## src/rtl/adsr_pkg.sv

```systemverilog
// Shared definitions for the AHDSR envelope generator: stage encoding and
// rate/level helper functions.
package adsr_pkg;

  typedef enum logic [2:0] {
    ST_IDLE    = 3'd0,
    ST_ATTACK  = 3'd1,
    ST_HOLD    = 3'd2,
    ST_DECAY   = 3'd3,
    ST_SUSTAIN = 3'd4,
    ST_RELEASE = 3'd5
  } stage_t;

  // Step threshold for a time index: (thr0+1)*2**idx - 1, idx clamped to max_idx.
  function automatic logic [63:0] thr_of(input int unsigned idx,
                                         input int unsigned max_idx,
                                         input int unsigned thr0);
    int unsigned i;
    i = (idx > max_idx) ? max_idx : idx;
    return ((64'(thr0) + 64'd1) << i) - 64'd1;
  endfunction

  function automatic int unsigned lmax_of(input int unsigned nbit);
    return 32'((64'd1 << nbit) - 64'd1);
  endfunction

endpackage

```

## src/rtl/adsr_rate_div.sv

```systemverilog
// Step counter: counts 0..thr and pulses step_tc while at thr, then wraps.
module adsr_rate_div #(
  parameter int unsigned CNT_W = 28
) (
  input  logic             clk,
  input  logic             rstn,
  input  logic             clr,
  input  logic [CNT_W-1:0] thr,
  output logic             step_tc
);

  logic [CNT_W-1:0] cnt;

  // >= so a live drop of thr below the current count still wraps promptly
  assign step_tc = (cnt >= thr);

  always_ff @(posedge clk or negedge rstn) begin
    if (!rstn) begin
      cnt <= '0;
    end else if (clr || step_tc) begin
      cnt <= '0;
    end else begin
      cnt <= cnt + CNT_W'(1);
    end
  end

endmodule

```

## src/rtl/adsr_env_gen.sv

```systemverilog
// AHDSR envelope generator for one voice: stage FSM, level register and
// per-stage rate selection driving a shared step counter.
module adsr_env_gen
  import adsr_pkg::*;
#(
  parameter int unsigned NBIT_DATA = 8,
  parameter int unsigned NBIT_IDX  = 4,
  parameter int unsigned MAX_IDX   = 14,
  parameter int unsigned CNT_W     = 28,
  parameter int unsigned STEP_THR0 = 190
) (
  input  logic                 clk,
  input  logic                 rstn,
  input  logic                 vin,
  input  logic                 retrig_mode,
  input  logic [NBIT_IDX-1:0]  a_t_idx,
  input  logic [NBIT_IDX-1:0]  h_t_idx,
  input  logic [NBIT_IDX-1:0]  d_t_idx,
  input  logic [NBIT_DATA-1:0] s_level,
  input  logic [NBIT_IDX-1:0]  r_t_idx,
  output logic [NBIT_DATA-1:0] dout,
  output logic                 dout_upd,
  output logic                 vout,
  output logic [2:0]           stage
);

  localparam logic [NBIT_DATA-1:0] LMAX = NBIT_DATA'(lmax_of(NBIT_DATA));
  localparam logic [NBIT_DATA-1:0] ONE  = NBIT_DATA'(1);

  stage_t               st_q, st_d;
  logic [NBIT_DATA-1:0] lvl_d;
  logic [NBIT_IDX-1:0]  idx_sel;
  logic [CNT_W-1:0]     thr;
  logic                 step_tc;
  logic                 clr;

  always_comb begin
    idx_sel = a_t_idx;
    case (st_q)
      ST_HOLD:               idx_sel = h_t_idx;
      ST_DECAY, ST_SUSTAIN:  idx_sel = d_t_idx;
      ST_RELEASE:            idx_sel = r_t_idx;
      default:               idx_sel = a_t_idx;
    endcase
  end

  assign thr = CNT_W'(thr_of(32'(idx_sel), MAX_IDX, STEP_THR0));
  assign clr = (st_d != st_q);

  adsr_rate_div #(.CNT_W(CNT_W)) u_rate_div (
    .clk     (clk),
    .rstn    (rstn),
    .clr     (clr),
    .thr     (thr),
    .step_tc (step_tc)
  );

  always_comb begin
    st_d  = st_q;
    lvl_d = dout;
    case (st_q)
      ST_IDLE: if (vin) st_d = ST_ATTACK;
      ST_ATTACK: begin
        if (!vin)              st_d = ST_RELEASE;
        else if (dout == LMAX) st_d = ST_HOLD;
        else if (step_tc) begin
          lvl_d = dout + ONE;
          if (lvl_d == LMAX) st_d = ST_HOLD;
        end
      end
      ST_HOLD: begin
        if (!vin)         st_d = ST_RELEASE;
        else if (step_tc) st_d = ST_DECAY;
      end
      ST_DECAY: begin
        if (!vin)                  st_d  = ST_RELEASE;
        else if (dout <= s_level)  st_d  = ST_SUSTAIN;
        else if (step_tc)          lvl_d = dout - ONE;
      end
      ST_SUSTAIN: begin
        if (!vin)                             st_d  = ST_RELEASE;
        else if (step_tc && dout < s_level)   lvl_d = dout + ONE;
        else if (step_tc && dout > s_level)   lvl_d = dout - ONE;
      end
      ST_RELEASE: begin
        if (vin) begin
          st_d = ST_ATTACK;
          if (!retrig_mode) lvl_d = '0;
        end
        else if (dout == '0) st_d  = ST_IDLE;
        else if (step_tc)    lvl_d = dout - ONE;
      end
      default: st_d = ST_IDLE;
    endcase
  end

  always_ff @(posedge clk or negedge rstn) begin
    if (!rstn) begin
      st_q     <= ST_IDLE;
      dout     <= '0;
      dout_upd <= 1'b0;
    end else begin
      st_q     <= st_d;
      dout     <= lvl_d;
      dout_upd <= (lvl_d != dout);
    end
  end

  assign stage = st_q;
  assign vout  = (st_q != ST_IDLE);

endmodule
```

## config.mk

```make
export PLATFORM = sky130hd
export DESIGN_NAME = adsr_env_gen
export DESIGN_NICKNAME = d
export VERILOG_FILES = /design/src/rtl/adsr_pkg.sv /design/src/rtl/adsr_rate_div.sv /design/src/rtl/adsr_env_gen.sv
export SDC_FILE = /design/constraint.sdc
export NUM_CORES = 1
export LEC_CHECK = 0
export ABC_AREA = 1
export CAP_MARGIN = 10
export CORE_MARGIN = 2
export CORE_UTILIZATION = 54
export DETAILED_ROUTE_END_ITERATION = 10
export GPL_ROUTABILITY_DRIVEN = 0
export GPL_TIMING_DRIVEN = 0
export PLACE_DENSITY = 0.78
export SLEW_MARGIN = 10
export SYNTH_ARGS = -nofsm -noshare
export SYNTH_HDL_FRONTEND = slang
export SYNTH_SLANG_ARGS = --single-unit
export TNS_END_PERCENT = 20
```

## constraint.sdc

```tcl
create_clock -name clk -period 4.26 [get_ports clk]
set_clock_uncertainty 0.05 [all_clocks]
set_input_delay 1.065 -clock clk [delete_from_list [all_inputs] [get_ports clk]]
set_output_delay 1.065 -clock clk [all_outputs]
set_load 0.05 [all_outputs]
```

# Word-level counts from Yosys, hierarchy flattened
# Index checks and enable logic that the tools add are counted.
totals:
  reg_bits: 40
  input_bits: 28
  output_inout_bits: 13
  elab_cells: 59
classes:
  n_addsub: 4
  order_cmp: 5
  n_eq_ne: 9
  shifts: 1
  n_mux: 29
  n_reduce_logical: 7
ops:
  columns: ["cell", "n"]
  rows:
  - ["8-bit 2-to-1 mux", 12]
  - ["3-bit 2-to-1 mux", 12]
  - ["8-bit case mux with 4 select lines", 1]
  - ["28-bit by 1-bit adder with 28-bit output, second input constant", 1]
  - ["28-bit greater-or-equal comparator", 1]
  - ["28-bit 2-to-1 mux", 1]
  - ["8-bit by 4-bit left shift with 28-bit output, first input constant", 1]
  - ["28-bit by 1-bit subtractor with 28-bit output, second input constant", 1]
  - ["3-bit case mux with 6 select lines", 1]
  - ["8-bit equality test, second input constant", 2]
  - ["4-bit case mux with 3 select lines", 1]
  - ["8-bit by 1-bit adder with 8-bit output, second input constant", 1]
  - ["8-bit > comparator", 1]
  - ["8-bit <= comparator", 1]
  - ["8-bit zero test", 1]
  - ["8-bit < comparator", 1]
  - ["8-bit inequality test", 1]
  - ["8-bit by 1-bit subtractor with 8-bit output, second input constant", 1]
  - ["3-bit by 2-bit equality test with 1-bit output, second input constant", 2]
  - ["3-bit equality test, second input constant", 2]
  - ["4-bit > comparator, second input constant", 1]
  - ["4-bit 2-to-1 mux", 1]
  - ["3-bit by 1-bit equality test with 1-bit output, second input constant", 1]
  - ["3-bit zero test", 1]
  - ["5 further kinds", 6]

# Depth between registers and ports, before layout
# Gate-level depths: netlist (run 1).
logic_depth:
  ltp_word: 15
  ltp_mapped: 39
  depth_no_buf: 36

# Cells and area by module
# Synthesis (run 1) repeated with hierarchy kept, for this count alone.
unflattened:
  hier_cells: 843
  hier_area_um2: 5240.0
by_module_without_submodules:
  columns: ["mod", "n_inst", "cells_each", "area_per_inst_um2", "seq_area_each_um2"]
  rows:
  - ["adsr_env_gen", 1, 517, 2841.5, 300.3]
  - ["adsr_rate_div", 1, 326, 2398.6, 700.7]

# Least setup slack after synthesis (run 1)
# Ideal clock, no wire load.
synth_path:
  path_type: "register to register"
  from: "register st_q[2] (netlist: stage[2])"
  to: "register dout_upd"
  setup_ns: 0.125
  arrival_time_ns: 4.455
  required_ns: 4.085
  setup_slack_ns: -0.370
  stages_incl_launch_ff: 39
  n_path_buf: 4
  synth_period_minus_slack_ns: 4.630
  path_cell_list: "dfrtp_1 -> buf_4 -> inv_1 -> nor3_4 -> nor2_2 -> nor2_1 -> o22ai_2 -> inv_1 -> nand2_2 -> nor2_2 -> nor2_1 -> buf_6 -> nor2_1 -> nand2_1 -> ha_1 -> nand2_1 -> xnor2_1 -> inv_1 -> [... 3 more ...] -> nand2_1 -> nor2_1 -> nand2_1 -> nand2_1 -> nor2_1 -> nand2_2 -> buf_4 -> buf_2 -> o21ai_0 -> nand2_1 -> nand2_1 -> nand2_1 -> nand2_1 -> nand3_1 -> nand3_1 -> nand2_1 -> nor2_1 -> nand3_1"
synth_via:
  elab_chain_cells: 14
  elab_cells_between_ends: 27
  classes_between: "add/sub (1); order compare (2); eq/ne (6); shift (1); mux (14); reduce/logical (3)"
synth_rtl:
  columns: ["item", "line", "source"]
  rows:
  - ["from (decl)", "adsr_env_gen.sv:30", "stage_t st_q, st_d;"]
  - ["from (signal assigned)", "adsr_env_gen.sv:103", "st_q <= st_d;"]
  - ["3-bit equality test or 3-bit by 2-bit equality test with 1-bit output (tied branches)", "adsr_env_gen.sv:39, adsr_env_gen.sv:61", null]
  - ["2-bit OR reduction", "adsr_env_gen.sv:39", "case (st_q)"]
  - ["4-bit case mux with 3 select lines", "adsr_env_gen.sv:39", null]
  - ["4-bit > comparator", "adsr_pkg.sv:19", "i = (idx > max_idx) ? max_idx : idx;"]
  - ["4-bit 2-to-1 mux", "adsr_pkg.sv:19", null]
  - ["8-bit by 4-bit left shift with 28-bit output", "adsr_pkg.sv:20", "return ((64'(thr0) + 64'd1) << i) - 64'd1;"]
  - ["28-bit by 1-bit subtractor with 28-bit output", "adsr_pkg.sv:20", null]
  - ["28-bit greater-or-equal comparator", "adsr_rate_div.sv:15", "assign step_tc = (cnt >= thr);"]
  - ["1-bit logical AND", "adsr_env_gen.sv:83", "else if (step_tc && dout > s_level) lvl_d = dout - ONE;"]
  - ["8-bit 2-to-1 mux", "adsr_env_gen.sv:83", null]
  - ["8-bit 2-to-1 mux", "adsr_env_gen.sv:82", "else if (step_tc && dout < s_level) lvl_d = dout + ONE;"]
  - ["8-bit 2-to-1 mux", "adsr_env_gen.sv:81", "if (!vin) st_d = ST_RELEASE;"]
  - ["8-bit case mux with 4 select lines *", "adsr_env_gen.sv:61", "case (st_q)"]
  - ["8-bit inequality test *", "adsr_env_gen.sv:105", "dout_upd <= (lvl_d != dout);"]
  - ["to (signal assigned)", "adsr_env_gen.sv:105", null]
  - ["to (decl)", "adsr_env_gen.sv:22", "output logic dout_upd,"]
# Every way passes the cells marked *; elsewhere a longest branch is shown, timed or not.

# Worst setup path after layout (run 1)
layout_path:
  from: "register st_q[0] (netlist: stage[0])"
  to: "register u_rate_div.cnt[7]"
layout_via:
  elab_chain_cells: 15
  elab_cells_between_ends: 29
  classes_between: "add/sub (1); order compare (2); eq/ne (6); shift (1); mux (16); reduce/logical (3)"
layout_rtl:
  columns: ["item", "line", "source"]
  rows:
  - ["3-bit equality test or 3-bit by 2-bit equality test with 1-bit output (tied branches)", "adsr_env_gen.sv:39, adsr_env_gen.sv:61", null]
  - ["2-bit OR reduction", "adsr_env_gen.sv:39", null]
  - ["4-bit case mux with 3 select lines", "adsr_env_gen.sv:39", null]
  - ["4-bit > comparator", "adsr_pkg.sv:19", null]
  - ["4-bit 2-to-1 mux", "adsr_pkg.sv:19", null]
  - ["8-bit by 4-bit left shift with 28-bit output", "adsr_pkg.sv:20", null]
  - ["28-bit by 1-bit subtractor with 28-bit output", "adsr_pkg.sv:20", null]
  - ["28-bit greater-or-equal comparator", "adsr_rate_div.sv:15", null]
  - ["3-bit 2-to-1 mux", "adsr_env_gen.sv:66", "else if (step_tc) begin"]
  - ["3-bit 2-to-1 mux", "adsr_env_gen.sv:65", "else if (dout == LMAX) st_d = ST_HOLD;"]
  - ["3-bit 2-to-1 mux", "adsr_env_gen.sv:64", "if (!vin) st_d = ST_RELEASE;"]
  - ["3-bit case mux with 6 select lines", "adsr_env_gen.sv:61", null]
  - ["3-bit inequality test", "adsr_env_gen.sv:48", "assign clr = (st_d != st_q);"]
  - ["1-bit logical OR *", "adsr_rate_div.sv:20", "end else if (clr || step_tc) begin"]
  - ["28-bit 2-to-1 mux *", "adsr_rate_div.sv:20", null]
  - ["to (signal assigned)", "adsr_rate_div.sv:23", "cnt <= cnt + CNT_W'(1);"]
  - ["to (decl)", "adsr_rate_div.sv:12", "logic [CNT_W-1:0] cnt;"]
# Marked as above.

==> results of run 1 <==
-- final cells by class --
type	instances	area share
Tap cell	108	0.0209
Multi-Input combinational cell	568	0.581
Clock buffer	5	0.0107
Buffer	22	0.0331
Timing Repair Buffer	91	0.133
Inverter	103	0.0637
Sequential cell	40	0.156
Clock inverter	3	0.00291
-- worst min path at each step --
stage | from | endpoint | slack [ns] | depth (start not counted)
6_report | u_rate_div.cnt[0] | u_rate_div.cnt[0] | 0.45 | 1
5_1_grt | u_rate_div.cnt[0] | u_rate_div.cnt[0] | 0.47 | 1
4_1_cts | u_rate_div.cnt[0] | u_rate_div.cnt[0] | 0.42 | 1
3_5_place_dp | u_rate_div.cnt[0] | u_rate_div.cnt[0] | 0.40 | 1
3_3_place_gp | u_rate_div.cnt[0] | u_rate_div.cnt[0] | 0.40 | 1
2_1_floorplan | u_rate_div.cnt[0] | u_rate_div.cnt[0] | 0.38 | 1
-- report_power, final --
group,internal (mW),switching (mW)
clock,0.115,0.166
sequential,0.430,0.0621
combinational,1.49,2.12
total,2.04,2.35
-- state kept, by name (all words and copies together) (netlist names) --
| signal | cells |
|---|---|
| u_rate_div.cnt | 28 |
| stage | 3 |
| dout_upd | 1 |
| dout | 8 |
-- worst max-delay path, delay by kind of cell, from the launching register on --
family / cells / cell delay, ns
buf+inv: 8 / 0.93
xor+xnor: 1 / 0.12
fa+ha+maj: 2 / 0.46
compound gates: 2 / 0.38
simple gates: 24 / 2.19
flops: 1 / 0.46
-- what timing repair did --
item                                    CTS  global route
endpoints found under the setup margin   39            39
setup buffers                            31            18
pin swaps                                48            30
resized for setup                       103            72
cloned                                    3             0
-- cell families after synthesis --
logic type / synth area share
buffers and inverters: 0.113
adders and majority gates: 0.112
other: 0.000783
and+or+nand+nor: 0.402
AOI/OAI and AO/OA: 0.0935
DFF: 0.209
xor gates and xnor gates: 0.0695
-- per-layer routing --
layer / global-route usage / vias up / wire, um
li1: - / 2532 / -
met2: 0.472 / 363 / 7230
met5: 0 / - / 0
met1: 0.389 / 2491 / 5960
met4: 0.0991 / 0 / 714
met3: 0.0515 / 102 / 1620
-- cell usage in the layout, fill, tap and decap left out, drive strengths merged, types with 4 or more instances in the layout --
master,n
clkbuf,9
o211ai,4
buf,76
nand2,214
nand4,15
nor3,10
a21oi,31
conb,6
dlygate4sd2,5
nor2,91
xnor2,10
inv,103
dfrtp,40
nand3,65
xor2,28
or2,4
ha,43
clkdlybuf4s50,23
o21ai,23
==> impl_results.md, run 1 <==
* CP max FO at 6
* Count leader, synth: nand2_1
* Chip height at 98.2 um
* Final Setup Violations at 35
* Syn avg cell area at 6.58 um^2
* First-pass GRT wire length at 23,300 um
* Die ar. at 9640 um^2
* Critical path's slowest cell: dfrtp_2
* Startpoint Class: flop
* Synth area leader: dfrtp_1
* Clock transition at path regs at 0.10 ns
* Total GRT Usage at 0.290
* R2r endpoint: u_rate_div.cnt[7]
* Reg-to-Reg Start: stage[0]
* NumNets Final at 902
* CP Launch Point: stage[0]
* Worst min path class: flop to flop
* Count of final hold-check violations at 0
* ANT nets after route at 0
* Leak at 3.23 nW
* Power Density at 679 nW/um^2
* Post-synthesis sequential area ratio at 0.209
* Hold buffer count at CTS at 0
* Cts bufs inserted at 5
* Wirelength per Cell at 16.5 um
* Clock Sinks at 40
* Place WS at -1.44 ns
* Max-slew violation count at 0
* Most used DFF post-synth: dfrtp_1
* Max Clk Rate at 212 MHz
* Leading post-synthesis cells by cell area: dfrtp_1 (21%), nand2_1 (16%), ha_1 (11%)
* Largest net degree at the start of global routing at 27
* Failing checks: negative setup slack
* Initial Util at 0.552
* Post-Synthesis Cells at 728
* Max incr delay on CP at 0.46 ns
* Core footprint at 8680 um^2
* Setup TNS at -12.28 ns
* Status: finished with violations
* Yosys synthesis warning count at 0
* Final instance area at 6460 um^2
* Crit path arrival time at 4.91 ns
* Root Buffer: clkbuf_8
* CTS max path bufs at 2
* WP data required at 4.46 ns
* Finished Layout Cells at 940
* Cells on worst reg2reg path at 37
* H-tree lvl count at 2
* Fin worst setup slack at -0.455 ns
* Yosys cell types at 48
* Flop2flop setup slack at -0.45 ns
* Routed WL at 15,500 um
* Seq cells post-synth at 40
* Drt drc at 0
* Mapped cell area at 4790 um^2
* Asr flop ratio synth at 1.00
* Post-DP Area at 5430 um^2
* VDD IR max at 488 uV
* RSZ-0062 raised after global routing: true
* WS Path Type: flop to flop
* CP endpoint: u_rate_div.cnt[7]
* Worst skew pair latency at 0.32 ns
* Max_cap viols at 0
* Die X at 98.2 um
* Row cnt at 34
* Layout Area Growth over Synthesis at 34.8%
* DR vias at 5,488
* Crit. End Element: flop
* Via density at 5.84
* Post-synth EDFFs at 0
* Layout cell share with drive strength beyond 1 at 0.286
* Vias in the first global route at 5,092
* Slew margin rel. at 0.443
* Final cycle utilization of the critical path at 1.11
* Total gr overflow at 0
* Min Tclk post-route at 4.71 ns
* Post-route core utilization at 0.744
* Top cells by count, synth: nand2_1 (210), inv_1 (96), nand3_1 (61), nor2_1 (55), ha_1 (43)
* Initial DRC Count at 672
* Antenna Cells at 0
* Drt pass-1 iters at 6
* Inst Count DP at 881
* Tot Pwr at 4.39 mW
* CTS tree: yes
* Ports at 41
* Synth top area share at 0.209
* FF/Latch Area at 1000 um^2
* Port buffer count at 39
* Area of the multi-input gates at 3750 um^2
* Initial antenna violation count at 0
* Fillers at 626
* DPL Wire Length at 9650 um
* Worst Max-Slew Pin Slew at 0.832 ns
* Hold slack at 0.452 ns
Note: power is estimated with default switching activity, not from simulation.
==> run 2, diff against run 1 <==
--- a/config.mk
+++ b/config.mk
@@ -8,11 +8,11 @@
 export ABC_AREA = 1
 export CAP_MARGIN = 10
 export CORE_MARGIN = 2
-export CORE_UTILIZATION = 54
+export CORE_UTILIZATION = 40
 export DETAILED_ROUTE_END_ITERATION = 10
 export GPL_ROUTABILITY_DRIVEN = 0
 export GPL_TIMING_DRIVEN = 0
-export PLACE_DENSITY = 0.78
+export PLACE_DENSITY = 0.7
 export SLEW_MARGIN = 10
 export SYNTH_ARGS = -nofsm -noshare
 export SYNTH_HDL_FRONTEND = slang
==> impl_results.md, run 2 (same netlist as run 1, synthesis figures left out) <==
* Status: finished with violations (unchanged)
* ANT nets after route at 0 (unchanged)
* Most frequent cells in the layout: nand2_1 (195), inv_1 (83), nand3_1 (57) (was nand2_1 (183), inv_1 (83), nand3_1 (48))
* Worst Max-Slew Pin Slew at 0.705 ns (was 0.832 ns)
* WS Path Type: primary input to flop (was flop to flop)
* Max_cap viols at 0 (unchanged)
* Largest net degree at the start of global routing at 26 (was 27)
* Final cycle utilization of the critical path at 1.08 (was 1.11)
* Reg-to-Reg Start: stage[0] (unchanged)
* Min Tclk post-route at 4.62 ns (was 4.71 ns)
* Total GRT Usage at 0.208 (was 0.290)
* WP data required at 4.44 ns (was 4.46 ns)
* Startpoint Class: primary input (was flop)
* Max reg flops at 28 (unchanged)
* Final Setup Violations at 30 (was 35)
* VDD IR max at 519 uV (was 488 uV)
* FF/Latch Area at 1000 um^2 (unchanged)
* Critical path's slowest cell: ha_1 (was dfrtp_2)
* Leak at 3.08 nW (was 3.23 nW)
* Hold buffer count at CTS at 0 (unchanged)
* Crit path arrival time at 4.79 ns (was 4.91 ns)
* Max incr delay on CP at 0.31 ns (was 0.46 ns)
* Total gr overflow at 0 (unchanged)
* Top reg by flops: u_rate_div.cnt (unchanged)
* CTS tree: yes (unchanged)
* Row cnt at 39 (was 34)
* Port buffer count at 39 (unchanged)
* Chip height at 113 um (was 98.2 um)
* DPL Wire Length at 9280 um (was 9650 um)
* First-pass GRT wire length at 22,000 um (was 23,300 um)
* Worst skew pair latency at 0.29 ns (was 0.32 ns)
* Failing checks: negative setup slack (unchanged)
* NumNets Final at 888 (was 902)
* CP max FO at 10 (was 6)
* Inst Count DP at 916 (was 881)
* Fin worst setup slack at -0.357 ns (was -0.455 ns)
* Most common cell after layout, fill and taps aside: nand2_1 (unchanged)
* Clock transition at path regs at 0.06 ns (was 0.10 ns)
* Ports at 41 (unchanged)
* RSZ-0062 raised after global routing: true (unchanged)
* DR vias at 4,962 (was 5,488)
* Layout Area Growth over Synthesis at 29.8% (was 34.8%)
* Via density at 5.16 (was 5.84)
* CP Launch Point: h_t_idx[1] (was stage[0])
* Max Clk Rate at 217 MHz (was 212 MHz)
* Core footprint at 11,600 um^2 (was 8680 um^2)
* Routed WL at 13,300 um (was 15,500 um)
* Initial Util at 0.414 (was 0.552)
* Slew margin rel. at 0.528 (was 0.443)
* Fillers at 1,065 (was 626)
* Die ar. at 12,900 um^2 (was 9640 um^2)
* Hold Startpoint: u_rate_div.cnt[0] (unchanged)
* Initial DRC Count at 368 (was 672)
* H-tree lvl count at 2 (unchanged)
* Drt drc at 0 (unchanged)
* Max-slew violation count at 0 (unchanged)
* Clock Sinks at 40 (unchanged)
* Finished Layout Cells at 961 (was 940)
* Cts bufs inserted at 5 (unchanged)
* CTS max path bufs at 2 (unchanged)
* Die X at 113 um (was 98.2 um)
* Root Buffer: clkbuf_16 (was clkbuf_8)
* Power Density at 657 nW/um^2 (was 679 nW/um^2)
* Worst min path class: flop to flop (unchanged)
* Layout cell share with drive strength beyond 1 at 0.241 (was 0.286)
* Wirelength per Cell at 13.8 um (was 16.5 um)
* Vias in the first global route at 4,582 (was 5,092)
* Initial antenna violation count at 0 (unchanged)
* Crit. End Element: flop (unchanged)
* Antenna Cells at 0 (unchanged)
* Count of final hold-check violations at 0 (unchanged)
* Drt pass-1 iters at 6 (unchanged)
* Setup TNS at -8.53 ns (was -12.28 ns)
* Area of the multi-input gates at 3600 um^2 (was 3750 um^2)
-- run 2: changes by cell type in the layout (fill, tap and decap cells not counted), moves of 7 or more --
cell     previous run  this run
buf_4              44        34
nand3_2            15         7
nand2_2            22        15
nand3_1            48        57
nand2_1           183       195
-- run 2: worst paths after layout --
path	endpoint	slack, ns	depth (start not counted)
hold / removal	u_rate_div.cnt[0]	0.44	1
setup / recovery	u_rate_div.cnt[0]	-0.36	32
min in group asynchronous	u_rate_div.cnt[8]	0.67	1
hold reg to reg	u_rate_div.cnt[0]	0.44	1
setup reg to reg	u_rate_div.cnt[0]	-0.34	33
max in group asynchronous	dout_upd	2.98	2
-- run 2: worst max-delay path: cells and delay by family --
family / cells / cell delay, ns
compound gates: 4 / 0.52
buf+inv: 7 / 0.91
fa+ha+maj: 2 / 0.50
simple gates: 19 / 1.77
-- run 2: repair_timing --
action | in CTS | in global routing
pin swaps | 45 | 30
setup endpoints to repair | 39 | 39
gates resized for setup | 86 | 33
buffers inserted | 30 | 8
cloned | 2 | 0
-- run 2: cell type report --
class,count,share of cell area
Multi-Input combinational cell,569,0.579
Sequential cell,40,0.162
Clock buffer,5,0.0201
Buffer,20,0.0231
Inverter,103,0.0650
Timing Repair Buffer,78,0.115
Clock inverter,3,0.00745
Tap cell,143,0.0288
-- run 2: routing by layer --
metal / GRT usage / vias up / wire [um]
met2: 0.322 / 171 / 5950
met5: 0 / - / 0
met4: 0.0659 / 0 / 214
li1: - / 2502 / -
met3: 0.0351 / 19 / 848
met1: 0.298 / 2270 / 6260
-- run 2: power breakdown --
group	switching [mW]	leakage [nW]	internal [mW]	total, mW
logic	1.89	2.46	1.24	3.14
clock network	0.179	0.0804	0.279	0.458
registers	0.0590	0.538	0.431	0.490
-- run 2: per-stage QoR --
stage	total power, mW	util	hold WS, ns	setup WS, ns	instance area, um^2
floorplan	2.33	-	0.382	-0.0985	4890
global placement	2.85	0.472	0.396	-1.34	5460
detailed placement	2.88	0.474	0.402	-1.36	5480
finish	4.09	0.538	0.440	-0.357	6220
CTS	3.97	0.527	0.411	-0.247	6090
global route	4.39	0.538	0.470	-0.588	6220
